$ cat config.mk
export PLATFORM = sky130hd
export DESIGN_NAME = tile_pixel_serializer
export DESIGN_NICKNAME = d
export VERILOG_FILES = /design/src/rtl/tile_pixel_serializer_pkg.sv /design/src/rtl/tile_pixel_serializer_layer.sv /design/src/rtl/tile_pixel_serializer.sv
export SDC_FILE = /design/constraint.sdc
export NUM_CORES = 1
export LEC_CHECK = 0
export CAP_MARGIN = 20
export CORE_MARGIN = 2
export CORE_UTILIZATION = 36
export CTS_CLUSTER_SIZE = 40
export DETAILED_ROUTE_END_ITERATION = 10
export MAX_ROUTING_LAYER = met4
export PLACE_DENSITY = 0.61
export SETUP_SLACK_MARGIN = 0.15
export SYNTH_ARGS = -nofsm -noshare
export SYNTH_HDL_FRONTEND = slang
export SYNTH_SLANG_ARGS = --single-unit
$ cat constraint.sdc
create_clock -name clk_24M -period 4.35 [get_ports clk_24M]
set_input_delay 1.0875 -clock clk_24M [delete_from_list [all_inputs] [get_ports clk_24M]]
set_output_delay 1.0875 -clock clk_24M [all_outputs]
set_load 0.05 [all_outputs]
$ cat src/rtl/tile_pixel_serializer_pkg.sv
// Shared types and helpers for the tile pixel serializer: the tile-row layout
// and the planar ROM word unpacker.
package tile_pixel_serializer_pkg;
    localparam int PIX_BITS = 4;
    localparam int ATTR_W   = 8;
    localparam int PLANE_W  = 8;
    localparam int ROM_W    = PIX_BITS * PLANE_W;
    localparam int ROW_W    = ATTR_W + PLANE_W * PIX_BITS;

    localparam int LAY_FIX = 0;
    localparam int LAY_A   = 1;
    localparam int LAY_B   = 2;

    typedef struct packed {
        logic [ATTR_W-1:0]                attr;
        logic [PLANE_W-1:0][PIX_BITS-1:0] pix;
    } tile_row_t;

    // Plane k holds pixel p at bit k*8+(7-p); hflip mirrors p.
    function automatic tile_row_t unpack_row(input logic [ROM_W-1:0] d,
                                             input logic [ATTR_W-1:0] a,
                                             input logic hf);
        tile_row_t r;
        r.attr = a;
        for (int p = 0; p < PLANE_W; p++)
            for (int k = 0; k < PIX_BITS; k++)
                r.pix[p][k] = d[k*PLANE_W + (hf ? p : PLANE_W-1-p)];
        return r;
    endfunction
endpackage

$ cat src/rtl/tile_pixel_serializer_layer.sv
// One layer's staging/front/back tile pipeline, underrun tracking and
// fine-scrolled pixel select.
module tile_layer_pipe
    import tile_pixel_serializer_pkg::*;
(
    input  logic                clk_24M,
    input  logic                nRES,
    input  logic                bnd,
    input  logic                ld,
    input  logic                clr_err,
    input  logic [ROW_W-1:0]    row_in,
    input  logic [2:0]          z,
    input  logic [2:0]          px_nx,
    output logic [PIX_BITS-1:0] sel_pix,
    output logic [ATTR_W-1:0]   sel_attr,
    output logic                underrun
);
    tile_row_t row, stg, front, back, front_nx, back_nx;
    logic      stg_v;
    logic [3:0] idx;

    assign row = tile_row_t'(row_in);

    // Select reads the post-boundary buffers so px==0 already shows the new tile.
    always_comb begin
        back_nx  = back;
        front_nx = front;
        if (bnd) begin
            back_nx = front;
            if (ld)         front_nx = row;
            else if (stg_v) front_nx = stg;
            else            front_nx = '0;
        end
        idx = {1'b0, px_nx} + {1'b0, z};
        if (idx[3]) begin
            sel_pix  = front_nx.pix[idx[2:0]];
            sel_attr = front_nx.attr;
        end else begin
            sel_pix  = back_nx.pix[idx[2:0]];
            sel_attr = back_nx.attr;
        end
    end

    always_ff @(posedge clk_24M or negedge nRES) begin
        if (!nRES) begin
            stg      <= '0;
            front    <= '0;
            back     <= '0;
            stg_v    <= 1'b0;
            underrun <= 1'b0;
        end else begin
            if (ld) stg <= row;
            if (bnd)     stg_v <= 1'b0;
            else if (ld) stg_v <= 1'b1;
            front <= front_nx;
            back  <= back_nx;
            if (bnd && !stg_v && !ld) underrun <= 1'b1;
            else if (clr_err)         underrun <= 1'b0;
        end
    end
endmodule

$ cat src/rtl/tile_pixel_serializer.sv
// Serialises GFX ROM words into fix/A/B pixel streams at pixel rate, with
// per-layer fine scroll, blanking and sticky underrun reporting.
module tile_pixel_serializer
    import tile_pixel_serializer_pkg::*;
(
    input  logic                clk_24M,
    input  logic                nRES,
    input  logic                pix_ce,
    input  logic [2:0]          ld,
    input  logic [31:0]         rom_d,
    input  logic [ATTR_W-1:0]   col,
    input  logic                hflip,
    input  logic [2:0]          za,
    input  logic [2:0]          zb,
    input  logic                blank,
    input  logic                clr_err,
    output logic [PIX_BITS-1:0] pix_fix,
    output logic [PIX_BITS-1:0] pix_a,
    output logic [PIX_BITS-1:0] pix_b,
    output logic [ATTR_W-1:0]   attr_fix,
    output logic [ATTR_W-1:0]   attr_a,
    output logic [ATTR_W-1:0]   attr_b,
    output logic [2:0]          opq,
    output logic [2:0]          px,
    output logic [2:0]          underrun
);
    logic [2:0]                     px_nx;
    logic                           bnd;
    logic [ROW_W-1:0]               row;
    logic [2:0][2:0]                z_l;
    logic [2:0][PIX_BITS-1:0]       sel_pix, pix_r;
    logic [2:0][ATTR_W-1:0]         sel_attr, attr_r;

    assign px_nx = px + 3'd1;
    assign bnd   = pix_ce && (px == 3'd7);
    assign row   = unpack_row(rom_d, col, hflip);
    assign z_l   = {zb, za, 3'd0};

    genvar g;
    for (g = 0; g < 3; g++) begin : g_lay
        tile_layer_pipe u_pipe (
            .clk_24M  (clk_24M),
            .nRES     (nRES),
            .bnd      (bnd),
            .ld       (ld[g]),
            .clr_err  (clr_err),
            .row_in   (row),
            .z        (z_l[g]),
            .px_nx    (px_nx),
            .sel_pix  (sel_pix[g]),
            .sel_attr (sel_attr[g]),
            .underrun (underrun[g])
        );
    end

    // Blank only masks the outputs; px and the buffers keep advancing.
    always_ff @(posedge clk_24M or negedge nRES) begin
        if (!nRES) begin
            px     <= '0;
            pix_r  <= '0;
            attr_r <= '0;
            opq    <= '0;
        end else if (pix_ce) begin
            px <= px_nx;
            for (int n = 0; n < 3; n++) begin
                pix_r[n]  <= blank ? '0 : sel_pix[n];
                attr_r[n] <= blank ? '0 : sel_attr[n];
                opq[n]    <= !blank && (|sel_pix[n]);
            end
        end
    end

    assign pix_fix  = pix_r[LAY_FIX];
    assign pix_a    = pix_r[LAY_A];
    assign pix_b    = pix_r[LAY_B];
    assign attr_fix = attr_r[LAY_FIX];
    assign attr_a   = attr_r[LAY_A];
    assign attr_b   = attr_r[LAY_B];
endmodule

Word-level counts from Yosys, hierarchy flattened:

Index checks and enable logic that the tools add are counted.

* register bits after elaboration: 408
* bits of input ports: 55
* output and inout port bits: 45
* word-level logic and storage cells: 329

* add/subtract/negate cells: 27
* $lt $le $gt $ge: 35
* equal/unequal tests: 1
* mux-type cells: 145
* reductions and logical operators: 26

Operators by type and width (number)
* $lt 32x7->1 const B: 24
* $mux 40: 11
* $add 5x32->32 const A: 8
* $add 6x32->32 const A: 8
* $bmux 1 s5: 32
* $mux 1: 74
* $bmux 4 s3: 5
* $add 5x3->6 const A: 8
* $lt 6x6->1 const B: 8
* $mux 4: 10
* $mux 8: 5
* $mux 3: 8
* $lt 3x4->1 const B: 3
* $reduce_bool 2->1: 6
* $reduce_or 4->1: 3
* $logic_and 1x1->1: 10
* $add 3x3->4: 2
* $logic_not 1->1: 7
* $add 3x1->3 const B: 1
* $eq 3x3->1 const B: 1

Longest topological paths before layout:

* word-level depth: 12
* depth in mapped cells: 13
* mapped depth without buffers: 10

Hierarchy:

A second synthesis with hierarchy kept.

* cells, all modules: 1632
* area total of the unflattened synthesis: 18940.7 sq um

By module, submodules not included
* tile_layer_pipe: instances 3, cells each 477, area an instance 5535.3 sq um, seq. area each 3052.9 sq um
* tile_pixel_serializer: instances 1, cells each 201, area an instance 2334.7 sq um, seq. area each 1051.0 sq um

Worst setup path after synthesis:

OpenSTA, ideal clock, no wires.

* path type: register to register
* start: register px[0]
* end: register opq[2]
* data arrival time: 4.039 ns
* required time: 4.223 ns
* slack: 0.184 ns
* stages on the path, launching flop included: 13
* path buffers: 2
* cells stage by stage: dfrtp_1 -> clkbuf_1 -> clkinv_1 -> ha_1 -> fa_1 -> xnor2_2 -> buf_6 -> mux4_2 -> mux4_2 -> nand2_1 -> o41ai_1 -> a211oi_2 -> nand3b_1

* elaborated cells between the ends (all ways): 13
* those cells by class: add/sub: 2; eq/ne: 1; mux: 7; reduce/logical: 3

RTL lines
* start: declaration: RTL line tile_pixel_serializer.sv:24 `output logic [2:0] px,`
* start signal: assignment: RTL line tile_pixel_serializer.sv:64 `px <= px_nx;`
* $add 3x1->3 *: RTL line tile_pixel_serializer.sv:34 `assign px_nx = px + 3'd1;`
* via g_lay[0].u_pipe.idx[0]: RTL line tile_pixel_serializer_layer.sv:20 `logic [3:0] idx;`
* $add 3x3->4 *: RTL line tile_pixel_serializer_layer.sv:34 `idx = {1'b0, px_nx} + {1'b0, z};`
* $bmux 4 s3 (on tied branches): RTL line tile_pixel_serializer_layer.sv:39, tile_pixel_serializer_layer.sv:36
* $mux 4 (on tied branches): RTL line tile_pixel_serializer_layer.sv:39, tile_pixel_serializer_layer.sv:36
* $mux 4 *: RTL line tile_pixel_serializer_layer.sv:35 `if (idx[3]) begin`
* $reduce_or 4->1 *: RTL line tile_pixel_serializer.sv:68 `opq[n] <= !blank && (|sel_pix[n]);`
* $logic_and 1x1->1 *: RTL line tile_pixel_serializer.sv:68
* end signal: indexed assignment: RTL line tile_pixel_serializer.sv:68
* end: declaration: RTL line tile_pixel_serializer.sv:23 `output logic [2:0] opq,`

The timed path passes the listed nets; every way through them passes the cells marked *. The select of a mux whose other input is x is not followed.
A chain may end at the register's enable or synchronous reset.

Worst setup path after layout:

* start: input zb[0]
* end: register opq[2]

* cells in the longest elaborated chain, start to end: 6
* elaborated cells between the ends (all ways): 8
* those cells by class: add/sub: 1; mux: 5; reduce/logical: 2

Ends and longest elaborated chain
* start: declaration: RTL line tile_pixel_serializer.sv:14 `input logic [2:0] zb,`
* $add 3x3->4 *: RTL line tile_pixel_serializer_layer.sv:34
* $bmux 4 s3 (on tied branches): RTL line tile_pixel_serializer_layer.sv:39, tile_pixel_serializer_layer.sv:36
* $mux 4 (on tied branches): RTL line tile_pixel_serializer_layer.sv:39, tile_pixel_serializer_layer.sv:36
* $mux 4 *: RTL line tile_pixel_serializer_layer.sv:35
* $reduce_or 4->1 *: RTL line tile_pixel_serializer.sv:68
* $logic_and 1x1->1 *: RTL line tile_pixel_serializer.sv:68

Every way passes the cells marked *; elsewhere a longest branch is shown, timed or not. The select of a mux whose other input is x is not followed.

==> metrics.md <==
| Metric | Value |
|---|---|
| Outcome | finished, final reports clean |
| Post-CTS Resized | 0 |
| Crit path capture type | flop |
| Antenna violations before repair | 0 |
| Die W | around 230 um |
| Max IR drop VDD | about 0.31 mV |
| Setup CP Type | input port to flop |
| Static Leak | 9.999 nW |
| Mean number of vias per cell | 5.306 |
| Tmin final | 3.820 ns |
| CTS tree | done |
| Initial Util | roughly 36% |
| Hold_buf cts | 0 |
| Vias in the first global route | ~13000 |
| Post-synthesis sequential area ratio | 55.25% |
| Asr flop ratio synth | 100.0% |
| Cell Area, Placed | slightly above 20000 um2 |
| Top_reg_cell synth | dfrtp_1 |
| Global route total overflow | 0 |
| Input/output buffers | slightly below 100 |
| Cts bufs inserted | 45 |
| DP Wirelength | 34.96 mm |
| DR DRC count | 0 |
| H-Tree Depth | 2 |
| Post-CTS Setup Inserts | 0 |
| Post-synthesis cell area | roughly 18000 um2 |
| Critical path required time | 4.80 ns |
| EDFF count, synth | 0 |
| Pre-CTS setup slack | -0.2521 ns |
| Int Pwr | 10.74 mW |
| Syn_nets | 1826 |
| Post-route cell area | 22090 um2 |
| Nets | slightly below 2000 |
| # setup viols final | 0 |
| Clk_lat worst skew | 0.57 ns |
| Clock power share | 23.0% |
| Antenna diodes | 0 |
| Reg power frac | 33.6% |
| P_sw | roughly 6.6 mW |
| Total global-route track usage | 20.05% |
| Largest net degree at the start of global routing | 115 |
| Crit path max fanout | 9 |
| Final hold vios | 0 |
| Finished Layout Cells | 2575 |
| Max-cap violations | 0 |
| Root Buffer | clkbuf_16 |
| Share of layout cells above drive strength 1 | 15.09% |
| Tcrit/Tclk final | 87.81% |
| Post-synth top area share | 55.25% |
| Pwr Density | 784.1 nW/um2 |
| Max-slew violation count | 0 |
| Worst slew margin | 39.13% |
| Area leader, netlist | dfrtp_1 |
| Wirelength per Cell | 19.72 um |
| Worst hold path class | flop to flop |
| Post-synth cell types | 67 |
| Final ANT Viol Nets | 0 |
| Critical Path Start Type | input port |
| Most frequent cells in the layout | 408 x dfrtp_1, 331 x nand2_1, 236 x nor2_1 |
| Worst Skew | 0.01875 ns |
| GP Congestion | slightly above 0.9 |
| Global-route wire length before repair | slightly above 80 mm |
| Worst Path Arrival | 4.27 ns |
| Core area | ~51000 um2 |
| Commonest non-fill, non-tap cell in the layout | dfrtp_1 |
| Total power | between 15 and 20 mW |
| Syn Area/Cell | 10.49 um2 |
| DR iter-0 viols | 1267 |
| Vias | 13660 |
| Ys Warns | 0 |
| Clock buffer depth | 3 |
| DRT Pass-1 Iters | 5 |
| Synthesis-to-finish area growth | 19.53% |
| Final WS setup | 0.5301 ns |
| Sinks on Clock Net | 408 |
| Die Y | 230.6 um |
| Switching Share | a little under two fifths |
| Synth Register Bits | 408 |
| Post-Route WL | 50.79 mm |
| I/O pin total | 100 |
| Combinational power share | roughly 43% |
| Die area | about 53000 um2 |
| Placed instance count | 2494 |
| Rows | 83 |
| Peak Freq | 261.8 MHz |
| Synth area leaders | dfrtp_1 55%, nand2_1 6.7%, nor2_1 4.8% |
| Slew @ Worst Pin | around 0.91 ns |
| Clock transition at path regs | about 0.06 ns |
| RSZ-0062 raised after global routing | no |
| Post-Synthesis Cells | 1761 |
-- area by class of cell --
class                   count  area (um2)
flip-flops and latches    408       10210
well taps                 680       850.8
clock buffers              64        1318
repair buffers            183        1787
inverters                  14       52.55
multi-input cells        1209        7647
fillers                  4783       28900
clock inverters            17       222.7
-- per-stage QoR --
stage | setup TNS, ns | util, % | hold slack (ns)
3_3_place_gp | -0.5845 | 40.27 | 0.4472
6_report | 0 | 43.32 | 0.4681
4_1_cts | 0 | 43.30 | 0.4724
3_5_place_dp | -0.6221 | 40.27 | 0.4572
5_1_grt | 0 | 43.32 | 0.4942
2_1_floorplan | 0 | - | 0.4358
-- worst max-delay path, stage by stage --
cell and delay (ns):
clkdlybuf4s50_1 0.42, ha_1 0.24, fa_1 0.51, xnor2_4 0.46
mux4_1 0.60, mux4_2 0.47, nand2_1 0.08, o31ai_1 0.10
a211oi_2 0.22, nand3b_1 0.09
-- worst paths after layout --
check                                                   startpoint                                    end  slack (ns)  cells after the start
worst max-delay path                                         zb[0]                     opq[2]$_DFFE_PN0P_        0.53                     10
worst min-delay path            g_lay[0].u_pipe.back[10]$_DFF_PN0_     g_lay[0].u_pipe.back[10]$_DFF_PN0_        0.47                      2
worst min register to register  g_lay[0].u_pipe.back[10]$_DFF_PN0_     g_lay[0].u_pipe.back[10]$_DFF_PN0_        0.47                      2
max in group asynchronous                                     nRES                attr_fix[7]$_DFFE_PN0P_        2.83                      2
min in group asynchronous                                     nRES  g_lay[0].u_pipe.front[36]$_DFFE_PN0N_        0.53                      1
worst max register to register                   px[1]$_DFFE_PN0P_                     opq[1]$_DFFE_PN0P_        0.64                     11
-- metal layers --
layer / share of wire [%] / track usage [%] / vias up
met3: 5.7 / 3.421 / 67
met1: 47 / 28.18 / 6892
li1: - / - / 6365
met5: 0 / - / -
met2: 45 / 29.81 / 339
met4: 2.4 / 5.968 / 0
-- sequential cells by signal, summed over array words and instances, names as in the netlist, 4 cells and up --
signal and cells:
attr_fix 8, g_lay.u_pipe.back 120, g_lay.u_pipe.front 120, g_lay.u_pipe.stg 120
pix_fix 4, attr_b 8, attr_a 8, pix_a 4
pix_b 4
-- Yosys cell counts (5+ instances only) --
| cell | n |
|---|---|
| dfrtp_1 | 408 |
| nand2_1 | 332 |
| nor2_1 | 236 |
| a21oi_1 | 117 |
| mux2_2 | 73 |
| a221oi_1 | 52 |
| clkbuf_1 | 52 |
| a21o_1 | 51 |
| mux2i_1 | 51 |
| nor2b_1 | 49 |
| buf_1 | 35 |
| buf_2 | 32 |
| o21ai_0 | 28 |
| mux4_2 | 27 |
| a22o_1 | 20 |
| o2bb2ai_1 | 17 |
| inv_1 | 13 |
| nand2b_1 | 13 |
| a211oi_1 | 10 |
| ha_1 | 8 |
| nand3_1 | 8 |
| a22oi_1 | 7 |
| buf_6 | 7 |
| o211ai_1 | 7 |
| nand4_1 | 6 |
| nor3_1 | 6 |
| o2111ai_1 | 6 |
| o22a_1 | 6 |
| a2111oi_0 | 5 |
| a211o_1 | 5 |
| o32ai_1 | 5 |
-- power by group through the flow --
stage,registers (mW),logic (mW),clock network [mW]
after floorplan,6.18,4.72,0
after global placement,5.86,7.36,0
after detailed placement,5.89,7.47,0
after CTS,5.83,7.50,4.07
after global routing,5.98,8.22,4.23
final,5.82,7.50,3.99
-- cell families after synthesis --
family / count (synthesis) / share of synthesized area [%]
AO/OA/AOI/OAI: 368 / 14.14
XOR/XNOR: 5 / 0.3183
adder cells (fa/ha/maj): 10 / 0.7584
buffers and inverters: 144 / 3.575
flip-flops: 408 / 55.25
multiplexers: 156 / 10.97
AND/OR/NAND/NOR: 670 / 14.98
No activity file was read; power rests on OpenSTA's default activity.
